<file path="src/rtl/dmem_pkg.sv">
// Shared definitions for the data-memory arbiter:
// funct3 codes, memory write codes, FSM states and owners.
package dmem_pkg;

   localparam logic [2:0] LB  = 3'd0;
   localparam logic [2:0] LH  = 3'd1;
   localparam logic [2:0] LW  = 3'd2;
   localparam logic [2:0] LBU = 3'd4;
   localparam logic [2:0] LHU = 3'd5;
   localparam logic [2:0] SB  = 3'd0;
   localparam logic [2:0] SH  = 3'd1;
   localparam logic [2:0] SW  = 3'd2;

   localparam logic [2:0] MEM_SB = 3'd0;
   localparam logic [2:0] MEM_SW = 3'd2;

   typedef enum logic {IDLE, SH2} state_e;
   typedef enum logic {CORE, LDR} owner_e;

   // Access size in bytes implied by the low funct3 bits.
   function automatic logic [2:0] acc_size(input logic [2:0] f3);
      unique case (f3[1:0])
         2'd0:    acc_size = 3'd1;
         2'd1:    acc_size = 3'd2;
         default: acc_size = 3'd4;
      endcase
   endfunction

endpackage

</file>
<file path="src/rtl/load_extend.sv">
// Big-endian load extraction: picks the leading byte/half/word
// of the memory word and sign- or zero-extends it.
module load_extend
   import dmem_pkg::*;
(
   input  logic [2:0]  funct3_i,
   input  logic [31:0] word_i,
   output logic [31:0] result_o
);

   // Extension selected by the load funct3; illegal codes give 0.
   always_comb begin
      result_o = '0;
      unique case (funct3_i)
         LB:      result_o = {{24{word_i[31]}}, word_i[31:24]};
         LH:      result_o = {{16{word_i[31]}}, word_i[31:16]};
         LW:      result_o = word_i;
         LBU:     result_o = {24'b0, word_i[31:24]};
         LHU:     result_o = {16'b0, word_i[31:16]};
         default: result_o = '0;
      endcase
   end

endmodule

</file>
<file path="src/rtl/dmem_arbiter.sv">
// Data-memory arbiter between core and loader: grants with
// bounded loader starvation, checks accesses, splits sh.
module dmem_arbiter
   import dmem_pkg::*;
#(
   parameter int MEM_BYTES  = 1024,
   parameter int STARVE_MAX = 4,
   parameter int CNT_W      = 3
) (
   input  logic        CLK,
   input  logic        RST_N,
   input  logic        CORE_REQ,
   input  logic        CORE_WE,
   input  logic [2:0]  CORE_FUNCT3,
   input  logic [31:0] CORE_ADDR,
   input  logic [31:0] CORE_WDATA,
   output logic        CORE_GNT,
   output logic        CORE_RVALID,
   output logic [31:0] CORE_RDATA,
   output logic        CORE_ERR,
   input  logic        LDR_REQ,
   input  logic        LDR_WE,
   input  logic [31:0] LDR_ADDR,
   input  logic [31:0] LDR_WDATA,
   output logic        LDR_GNT,
   output logic        LDR_RVALID,
   output logic [31:0] LDR_RDATA,
   output logic        LDR_ERR,
   output logic        MEM_WE,
   output logic [2:0]  MEM_FUNCT3,
   output logic [31:0] MEM_ADDR,
   output logic [31:0] MEM_WDATA,
   input  logic [31:0] MEM_RDATA
);

   state_e             state_q, state_d;
   logic [CNT_W-1:0]   starve_q, starve_d;
   logic [31:0]        sh_addr_q, sh_addr_d;
   logic [7:0]         sh_lo_q, sh_lo_d;
   logic               core_rvalid_q, core_rvalid_d;
   logic               core_err_q, core_err_d;
   logic [31:0]        core_rdata_q, core_rdata_d;
   logic               ldr_rvalid_q, ldr_rvalid_d;
   logic               ldr_err_q, ldr_err_d;
   logic [31:0]        ldr_rdata_q, ldr_rdata_d;

   logic               force_ldr, core_win;
   logic               core_gnt, ldr_gnt, any_gnt;
   logic               sel_we;
   logic [2:0]         sel_f3;
   logic [31:0]        sel_addr, sel_wdata;
   logic [2:0]         sz;
   logic [32:0]        end_addr;
   logic               ill, mis, oor, acc_err;
   logic [31:0]        ld_ext;

   // Arbitration: core first unless the loader has waited too long.
   always_comb begin
      force_ldr = LDR_REQ && (starve_q == CNT_W'(STARVE_MAX));
      core_win  = CORE_REQ && !force_ldr;
      core_gnt  = RST_N && (state_q == IDLE) && core_win;
      ldr_gnt   = RST_N && (state_q == IDLE) && LDR_REQ && !core_win;
      any_gnt   = core_gnt || ldr_gnt;
      sel_we    = core_gnt ? CORE_WE     : LDR_WE;
      sel_f3    = core_gnt ? CORE_FUNCT3 : LW;
      sel_addr  = core_gnt ? CORE_ADDR   : LDR_ADDR;
      sel_wdata = core_gnt ? CORE_WDATA  : LDR_WDATA;
   end

   // Legality, alignment and range check of the selected request.
   always_comb begin
      sz       = acc_size(sel_f3);
      ill      = core_gnt && ((sel_f3 inside {3'd3, 3'd6, 3'd7})
                 || (sel_we && sel_f3[2]));
      mis      = ((sz == 3'd2) && sel_addr[0])
                 || ((sz == 3'd4) && (sel_addr[1:0] != 2'b00));
      end_addr = {1'b0, sel_addr} + 33'(sz);
      oor      = end_addr > 33'(MEM_BYTES);
      acc_err  = ill || mis || oor;
   end

   load_extend u_ext (
      .funct3_i (sel_f3),
      .word_i   (MEM_RDATA),
      .result_o (ld_ext)
   );

   // FSM next state, memory drive and response capture.
   always_comb begin
      state_d       = state_q;
      sh_addr_d     = sh_addr_q;
      sh_lo_d       = sh_lo_q;
      core_rvalid_d = 1'b0;
      core_err_d    = 1'b0;
      core_rdata_d  = '0;
      ldr_rvalid_d  = 1'b0;
      ldr_err_d     = 1'b0;
      ldr_rdata_d   = '0;
      MEM_WE        = 1'b0;
      MEM_FUNCT3    = MEM_SW;
      MEM_ADDR      = sel_addr;
      MEM_WDATA     = '0;
      unique case (state_q)
         IDLE: begin
            if (sel_we) begin
               if (sel_f3 == SW) begin
                  MEM_WDATA = sel_wdata;
               end else begin
                  MEM_FUNCT3 = MEM_SB;
                  MEM_WDATA  = {24'b0, (sel_f3 == SH) ?
                                sel_wdata[15:8] : sel_wdata[7:0]};
               end
            end
            MEM_WE = any_gnt && sel_we && !acc_err;
            if (MEM_WE && (sel_f3 == SH)) begin
               state_d   = SH2;
               sh_addr_d = sel_addr;
               sh_lo_d   = sel_wdata[7:0];
            end else if (core_gnt) begin
               core_rvalid_d = 1'b1;
               core_err_d    = acc_err;
               core_rdata_d  = (acc_err || sel_we) ? '0 : ld_ext;
            end else if (ldr_gnt) begin
               ldr_rvalid_d = 1'b1;
               ldr_err_d    = acc_err;
               ldr_rdata_d  = (acc_err || sel_we) ? '0 : ld_ext;
            end
         end
         SH2: begin
            MEM_WE        = RST_N;
            MEM_FUNCT3    = MEM_SB;
            MEM_ADDR      = sh_addr_q + 32'd1;
            MEM_WDATA     = {24'b0, sh_lo_q};
            state_d       = IDLE;
            core_rvalid_d = 1'b1;
         end
         default: state_d = IDLE;
      endcase
   end

   // Starvation counter: counts core wins while the loader waits.
   always_comb begin
      starve_d = starve_q;
      if (!LDR_REQ || ldr_gnt) begin
         starve_d = '0;
      end else if (core_gnt && (starve_q != CNT_W'(STARVE_MAX))) begin
         starve_d = starve_q + 1'b1;
      end
   end

   // State and response registers with synchronous reset.
   always_ff @(posedge CLK) begin
      if (!RST_N) begin
         state_q       <= IDLE;
         starve_q      <= '0;
         sh_addr_q     <= '0;
         sh_lo_q       <= '0;
         core_rvalid_q <= 1'b0;
         core_err_q    <= 1'b0;
         core_rdata_q  <= '0;
         ldr_rvalid_q  <= 1'b0;
         ldr_err_q     <= 1'b0;
         ldr_rdata_q   <= '0;
      end else begin
         state_q       <= state_d;
         starve_q      <= starve_d;
         sh_addr_q     <= sh_addr_d;
         sh_lo_q       <= sh_lo_d;
         core_rvalid_q <= core_rvalid_d;
         core_err_q    <= core_err_d;
         core_rdata_q  <= core_rdata_d;
         ldr_rvalid_q  <= ldr_rvalid_d;
         ldr_err_q     <= ldr_err_d;
         ldr_rdata_q   <= ldr_rdata_d;
      end
   end

   assign CORE_GNT    = core_gnt;
   assign LDR_GNT     = ldr_gnt;
   assign CORE_RVALID = core_rvalid_q;
   assign CORE_ERR    = core_err_q;
   assign CORE_RDATA  = core_rdata_q;
   assign LDR_RVALID  = ldr_rvalid_q;
   assign LDR_ERR     = ldr_err_q;
   assign LDR_RDATA   = ldr_rdata_q;

endmodule

</file>
<file path="config.mk">
export PLATFORM = sky130hd
export DESIGN_NAME = dmem_arbiter
export DESIGN_NICKNAME = d
export VERILOG_FILES = /design/src/rtl/dmem_pkg.sv /design/src/rtl/load_extend.sv /design/src/rtl/dmem_arbiter.sv
export SDC_FILE = /design/constraint.sdc
export NUM_CORES = 1
export LEC_CHECK = 0
export CORE_MARGIN = 2
export CORE_UTILIZATION = 25
export CTS_BUF_LIST = sky130_fd_sc_hd__clkbuf_8 sky130_fd_sc_hd__clkbuf_16
export DETAILED_ROUTE_END_ITERATION = 8
export HOLD_SLACK_MARGIN = 0.08
export SYNTH_ARGS = -nofsm -noshare
export SYNTH_HDL_FRONTEND = slang
export SYNTH_SLANG_ARGS = --single-unit
</file>
<file path="constraint.sdc">
create_clock -name CLK -period 13.85 [get_ports CLK]
set_input_delay 2.77 -clock CLK [delete_from_list [all_inputs] [get_ports CLK]]
set_output_delay 2.77 -clock CLK [all_outputs]
set_load 0.01 [all_outputs]
</file>
; Word level (Yosys, flattened, before mapping)
; Cells that the tools add are included.
[word_totals]
regBits = 112
mem_bits_rw = 0
latchBits = 0
inputBits = 169
mem_bits_ro = 0
output_inout_bits = 138
n_memories = 0
elab_cells = 86
[op_classes]
mux = 22
div = 0
reduce_logical = 34
shifts = 0
bitwise = 4
magnitude_cmp = 1
n_eq_ne = 12
mul = 0
add_sub_neg = 3
[op_table]
columns = op, count
row1 = 2-to-1 mux 32 bit, 6
row2 = case mux 32 bit (5 select lines), 1
row3 = case mux 32 bit (2 select lines), 1
row4 = adder 32 x 3 -> 33 bit, 1
row5 = "> comparator 33 x 11 -> 1 bit, second input constant", 1
row6 = "adder 32 x 1 -> 32 bit, second input constant", 1
row7 = "equality test 3 bit, second input constant", 6
row8 = logical AND 1 bit, 14
row9 = case mux 3 bit (2 select lines), 2
row10 = "equality test 3 x 2 -> 1 bit, second input constant", 3
row11 = 2-to-1 mux 8 bit, 1
row12 = OR reduction 4 bit, 2
row13 = logical OR 1 bit, 7
row14 = case mux 1 bit (2 select lines), 3
row15 = 2-to-1 mux 1 bit, 5
row16 = OR reduction 5 bit, 1
row17 = zero test 1 bit, 4
row18 = 2-to-1 mux 2 bit, 2
row19 = NOT 1 bit, 4
row20 = "adder 3 x 1 -> 3 bit, second input constant", 1
row21 = "equality test 3 x 1 -> 1 bit, second input constant", 1
row22 = zero test 3 bit, 1
row23 = 2-to-1 mux 3 bit, 1
row24 = "!= test 3 bit, second input constant", 1
row25 = other kinds (6), 6

; Logic depth before layout (Yosys ltp)
; Gate-level depths: netlist (run 1).
[logic_depth]
ltp_word = 18
depth_mapped = 21
depth_no_buf = 17

; By module
; Synthesis (run 1) repeated with hierarchy kept, for this count alone.
[hier_totals]
cells_unflattened = 945
area_unflattened_um2 = 7651.1
[by_module_without_submodules]
columns = module, seq_area_each_um2, area_per_inst_um2, instances, cells_each
row1 = dmem_arbiter, 2242.2, 6910.4, 1, 846
row2 = load_extend, 0.0, 740.7, 1, 99

; Worst setup path after synthesis (run 1)
; No wires, ideal clock.
[synth_path]
path_type = input-to-output
start = input RST_N
end = output MEM_WE
path_buffers = 5
path_stages = 19
setup_slack_ns = 4.120
arrival_ns = 6.960
required_time_ns = 11.080
cell_sequence = buf_4 -> and3b_1 -> buf_4 -> nand2_4 -> buf_6 -> clkbuf_1 -> clkbuf_1 -> mux2i_1 -> inv_1 -> ha_1 -> nand4b_1 -> o31ai_1 -> o21a_1 -> o221ai_1 -> xor2_1 -> or4_1 -> and3b_2 -> and3_1 -> a22o_1
[synth_between]
word_cells_on_any_way = 32
classes_between = 1 x add/sub / 1 x order compare / 6 x eq/ne / 5 x mux / 19 x reduce/logical
[synth_rtl]
columns = item, line
row1 = start: declaration, dmem_arbiter.sv:11  ; input logic RST_N,
row2 = logical AND 1 bit (2 in series), dmem_arbiter.sv:61  ; core_gnt = RST_N && (state_q == IDLE) && core_win;
row3 = 2-to-1 mux 32 bit, dmem_arbiter.sv:66  ; sel_addr = core_gnt ? CORE_ADDR : LDR_ADDR;
row4 = named net sel_addr[2], dmem_arbiter.sv:51  ; logic [31:0] sel_addr, sel_wdata;
row5 = adder 32 x 3 -> 33 bit, dmem_arbiter.sv:77  ; end_addr = {1'b0, sel_addr} + 33'(sz);
row6 = > comparator 33 x 11 -> 1 bit, dmem_arbiter.sv:78  ; oor = end_addr > 33'(MEM_BYTES);
row7 = logical OR 1 bit, dmem_arbiter.sv:79  ; acc_err = ill || mis || oor;
row8 = zero test 1 bit, dmem_arbiter.sv:114  ; MEM_WE = any_gnt && sel_we && !acc_err;
row9 = logical AND 1 bit, dmem_arbiter.sv:114
row10 = case mux 1 bit (2 select lines), dmem_arbiter.sv:103  ; unique case (state_q)
row11 = end: declaration, dmem_arbiter.sv:29  ; output logic MEM_WE,
; The timed path passes the listed nets, and every way through them passes these cells.

; Worst setup path after layout (run 1)
[layout_path]
start = input RST_N
end = output MEM_WE
[layout_between]
elab_chain_len = 13
word_cells_on_any_way = 32
classes_between = 1 x add/sub / 1 x order compare / 6 x eq/ne / 5 x mux / 19 x reduce/logical
[layout_rtl]
columns = item, line
row1 = branches (longest 12 deep; another with adder 32 x 3 -> 33 bit), --
row2 = case mux 1 bit (2 select lines) *, dmem_arbiter.sv:103
; Mark *: on every way between the ends.

==> metrics.txt, run 1 <==
status completed; largest fanout on the critical path 54; Global Route Usage Sum 19.5%; final hold violation count 0; post-synthesis async set-or-reset flop share 0%; register area share after synthesis ~30%; Setup TNS Final 0 ps; Worst Reg-to-Reg Cells 18; setup bufs post-CTS 0; gpl congestion around 0.94; Clock Path Buffers 2; launching element type of the critical path input pin; worst reg2reg path endpoint sh_addr_q[21]$_SDFFE_PN0P_; total number of vias 8248; CTS buffer count 9; die area 31500 um^2; CP Class in -> out; DRC 0; first-pass GRT wire length 47.0 mm; DRT antenna net count 0; initial core utilization 25.4%; worst relative slew slack 24.7%; Initial DRC Count 900; Pwr Density 73.7 nW/um^2; nets@finish 1396; row count 63; router iterations before antenna repair 5; GRT overflow 0; H-tree depth 3; Total Routed Length 32.2 mm; routed len/inst 19.9 um; count of cell types in the netlist 81; Synth top area share 29.8%; core area 29600 um^2; #FFs+latches synth 112; unrepaired setup endpoints after global routing no; crit end category primary output; dominant synthesized flop cell dfxtp_1; CP endpoint MEM_WE; Lkg Pwr 4.25 nW; placed standard-cell area 10800 um^2; Worst Skew 15.9 ps; # IOs slightly above 300; CTS root buf clkbuf_16; Min-Delay Path Depth 2; vias in the first global route 7890; P&R area growth vs syn 47.4%; DP HPWL 24.9 mm; reg2reg start starve_q[0]$_SDFFE_PP0P_; Final Setup Violations 0; worst min-delay path class reg -> reg; Port Buf Inserts approximately 300; cell area after synthesis roughly 7500 um^2; max cap viols 0; CTS-repair resized insts 0; top cells by count, synth 166 x nand2_1, 112 x dfxtp_1, 82 x a21oi_1; fillers 3104; Syn Inst Count 964; vias per inst 5.10; CTS sink cnt 112; Setup WS post-layout 2330 ps; hold_buf cts 0; r2r setup slk 8240 ps; Peak supply drop 58.3 uV; Synth warnings 0; Fmax approximately 87 MHz; fin crit period 11520 ps; CTS tree yes; Least-Margin Pin Slew 1120 ps; EDFF count, synth 0; most frequent cell after synthesis nand2_1; average cell area after synthesis 7.81 um^2; final instance area 11100 um^2; initial antenna violation count 1; CTS clk-pin slew, worst paths approximately 80 ps; top post-synthesis cells by area dfxtp_1 30%, mux2i_1 10%, nand2_1 8.3%, a21oi_1 5.5%, and2_1 3.2%; antenna diode count 0; die height 178 um; dpl ws 2380 ps; critical path launch point RST_N; largest net degree at the start of global routing 62; largest area contributor in the netlist dfxtp_1; die width 178 um; worst-skew pair later-pin latency about 380 ps; CP arrival just under 9000 ps; Req. time, crit path 11080 ps; share of post-route cells with drive strength above 1 4.49%; Final period util 83.2%; Slew Viols, Final 0
[layer usage]
metal / routed length, um / GRT usage (%)
met1: 14000 / 26.0
met2: 14600 / 31.0
met3: 2700 / 4.33
met4: 919 / 6.69
met5: 19 / 0
[critical path, cell delays in order]
cell and delay (ps):
buf_2 740, nand3b_4 470, or3_1 930, ha_1 640
nand4b_1 270, o31ai_1 430, o21a_1 270, o221ai_1 200
xor2_1 180, or4_1 550, and3b_2 300, and3_1 240
a22o_1 150, clkdlybuf4s50_1 580
[worst min path at each step]
stage	start	slack, ps	end
6_report	sh_lo_q[4]$_SDFFE_PN0P_	460	sh_lo_q[4]$_SDFFE_PN0P_
5_1_grt	sh_lo_q[4]$_SDFFE_PN0P_	480	sh_lo_q[4]$_SDFFE_PN0P_
4_1_cts	sh_lo_q[0]$_SDFFE_PN0P_	470	sh_lo_q[0]$_SDFFE_PN0P_
3_5_place_dp	sh_lo_q[5]$_SDFFE_PN0P_	460	sh_lo_q[5]$_SDFFE_PN0P_
3_3_place_gp	sh_lo_q[4]$_SDFFE_PN0P_	450	sh_lo_q[4]$_SDFFE_PN0P_
2_1_floorplan	sh_lo_q[0]$_SDFFE_PN0P_	440	sh_lo_q[0]$_SDFFE_PN0P_
[layout by cell type, fill, tap and decap left out, types with 4 or more instances in the layout]
cell / instances
a2111oi_0: 4
a211oi_1: 5
a21oi_1: 82
a221oi_1: 9
a22o_1: 10
a31oi_1: 7
and2_1: 38
and3_1: 36
and4_1: 7
buf_4: 7
clkbuf_16: 9
clkdlybuf4s50_1: 303
dfxtp_1: 111
ha_1: 6
inv_1: 17
mux2_2: 4
mux2i_1: 77
nand2_1: 166
nand3_1: 33
nand4_1: 23
nor2_1: 49
nor2b_1: 19
nor3_1: 11
nor3b_1: 16
nor4_1: 12
o21a_1: 6
o21ai_0: 28
o221ai_1: 4
o31ai_1: 4
xnor2_1: 20
xor2_1: 20
[per-stage QoR]
step           total power (W)  util [%]  instances  hold WS [ps]
2_1_floorplan         0.000417         -        965           438
3_3_place_gp          0.000538      36.3       1600           446
3_5_place_dp          0.000535      36.3       1600           458
4_1_cts               0.000824      37.4       1616           472
5_1_grt               0.000848      37.4       1616           485
6_report              0.000817      37.4       1616           465
[layout make-up]
cell class	count	area, um^2	share of cell area [%]
clock inverters	7	95.1	0.857
well taps	390	488	4.40
clock buffers	9	225	2.03
flip-flops and latches	112	2240	20.2
repair buffers	311	3090	27.9
multi-input cells	769	4880	44.0
inverters	18	67.6	0.609
[where the power goes]
group          total, W  leakage [nW]  internal [W]  switching [W]
Sequential     0.000323         0.903      0.000322    0.000000200
Clock          0.000287         0.155      0.000134       0.000153
Combinational  0.000208          3.19     0.0000996       0.000108
Total          0.000817          4.25      0.000555       0.000262
[registers in the layout, summed over array words and instances, names as in the netlist, 3 cells and up]
register and flops:
CORE_RDATA 32, starve_q 3, sh_lo_q 8, sh_addr_q 32, LDR_RDATA 32
[logic make-up (layout without fill, tap and decap cells)]
| family | count (synthesis) | count (layout) | share of synthesized area [%] |
|---|---|---|---|
| AOI/OAI and AO/OA | 191 | 191 | 16.8 |
| xor gates and xnor gates | 40 | 40 | 4.65 |
| adders and majority gates | 7 | 7 | 1.13 |
| buffers and inverters | 84 | 345 | 5.54 |
| DFF | 112 | 112 | 29.8 |
| muxes | 81 | 81 | 10.8 |
| other | 1 | 2 | 0.0498 |
| and+or+nand+nor | 448 | 448 | 31.3 |
Note: power is estimated with default switching activity, not from simulation.
==> inputs of run 2 (changes only) <==
clock period = 10.68 ns   (was 13.85 ns; I/O delays follow)
==> run 2 against run 1 <==
Effect of this change: sequential power is 29% higher; cell area hardly changed; first-iteration DRC count is 24% lower; non-clock buffer count is 2 higher; critical path depth is 2 higher; worst setup slack worse by 1200 ps; utilization hardly changed; die area stayed put; largest cell class unchanged.
==> metrics.txt, run 2 (same netlist as run 1, synthesis figures left out) <==
status completed; CTS tree yes; Crit path largest cell delay about 570 ps; core area between 20000 and 30000 um^2; Req. time, crit path between 8000 and 9000 ps; Least-Margin Pin Slew 1120 ps; total number of vias 8256; first-pass GRT wire length 46.5 mm; met1 wire length 13.8 mm; worst relative slew slack ~25%; Port Buf Inserts 304; CP Class in -> out; max cap viols 0; # IOs 307; die height 178 um; placed insts 1602; CTS sink cnt 112; commonest non-fill, non-tap cell in the layout clkdlybuf4s50_1; Clock Path Buffers 2; CTS-repair resized insts 0; Lkg Pwr 4.25 nW; P&R area growth vs syn 47.4%; dpl ws 1270 ps; Initial DRC Count 686; metal3 WL 2.99 mm; Final period util 89.2%; Worst Skew around 12 ps; final hold violation count 0; unrepaired setup endpoints after global routing no; routed len/inst roughly 20 um; CTS buffer count 9; Peak supply drop a little under 70 uV; DRT antenna net count 0; hold_buf cts 0; DP HPWL 24.8 mm; launching element type of the critical path input pin; Pwr Density 93.7 nW/um^2; most used cell, CP clkdlybuf4s50_1; vias per inst 5.10; die area 31500 um^2; CTS root buf clkbuf_16; vias in the first global route 7743; row count 63; nets@finish 1398; Slew Viols, Final 0; Worst path slowest cell or4_1; Post-Layout Cell Count 1619; fin util between 30 and 40%; H-tree depth 3; GRT overflow 0; Total Routed Length 32.0 mm; worst path cell trace clkdlybuf4s50_1 -> nand3_2 -> nand2_4 -> mux2i_1 -> inv_1 -> ha_1 -> nand4b_1 -> o31ai_1 -> o21a_1 -> o221ai_1 -> xor2_1 -> or4_1 -> and3b_2 -> and3_1 -> a22o_1 -> clkdlybuf4s50_1; met2 routed WL between 10 and 15 mm; die width 178 um; Final Setup Violations 0; share of post-route cells with drive strength above 1 4.64%; Fmax between 100 and 150 MHz; DRC 0; placed standard-cell area 10800 um^2; max layer used met4; setup bufs post-CTS 0; largest fanout on the critical path 18; CTS clk-pin slew, worst paths 80 ps; Setup TNS Final 0 ps; crit end category primary output; final instance area 11100 um^2; largest net degree at the start of global routing 79; initial core utilization roughly 25%; most frequent cells in the layout 303 x clkdlybuf4s50_1, 166 x nand2_1, 111 x dfxtp_1; worst min-delay path class reg -> reg; router iterations before antenna repair 7; CP arrival 7390 ps; Setup WS post-layout 1150 ps; Global Route Usage Sum 19.3%; initial antenna violation count 1; fin crit period around 9500 ps; gpl congestion 0.932; worst-skew pair later-pin latency around 360 ps
==> run 2: cell count changes in the layout (fill, tap and decap cells not counted), moves of 2 or more <==
cell	before	now
clkinvlp_4	0	2
buf_4	7	9
clkinv_8	2	0
inv_8	0	3
inv_6	3	0
==> run 2: cell type report <==
cell class                 count  area [um^2]
antenna                        1         2.50
clock buffer                  10          239
clock inverter                 6         65.1
fill                        3129        18500
inverter                      18         67.6
multi-input combinational    769         4880
sequential                   112         2240
tap                          390          488
timing repair buffer         313         3110
==> run 2: critical path, delay by kind of cell <==
kind | cells | cell delay (ps)
AOI/OAI and AO/OA | 4 | 980
xor gates and xnor gates | 1 | 170
adders and majority gates | 1 | 440
buffers and inverters | 3 | 1210
muxes | 1 | 410
and+or+nand+nor | 6 | 2010
==> run 2: final timing paths <==
kind	start	to	slack [ps]	cells past startpoint
hold / removal	sh_lo_q[3]$_SDFFE_PN0P_	sh_lo_q[3]$_SDFFE_PN0P_	460	2
setup reg to reg	starve_q[0]$_SDFFE_PP0P_	LDR_RDATA[5]$_SDFF_PP0_	5510	16
setup / recovery	LDR_REQ	MEM_WE	1150	16
hold reg to reg	sh_lo_q[3]$_SDFFE_PN0P_	sh_lo_q[3]$_SDFFE_PN0P_	460	2
==> run 2: per-layer routing <==
layer	vias to the layer above	GRT usage [%]
met5	-	0
met4	0	5.64
met3	55	5.36
met2	389	30.4
met1	3854	25.7
li1	3958	-
==> run 2: report_power, final <==
part           leakage (nW)  switching (W)  internal, W  total, W
logic                  3.20       0.000139     0.000129  0.000269
clock network         0.144       0.000179     0.000173  0.000353
registers             0.903    0.000000254     0.000418  0.000418
total                  4.25       0.000319     0.000721   0.00104
==> run 2: stage by stage <==
stage	hold slack, ps	total power [W]
5_1_grt	487	0.00109
3_5_place_dp	458	0.000694
2_1_floorplan	438	0.000541
6_report	464	0.00104
3_3_place_gp	446	0.000695
4_1_cts	470	0.00105
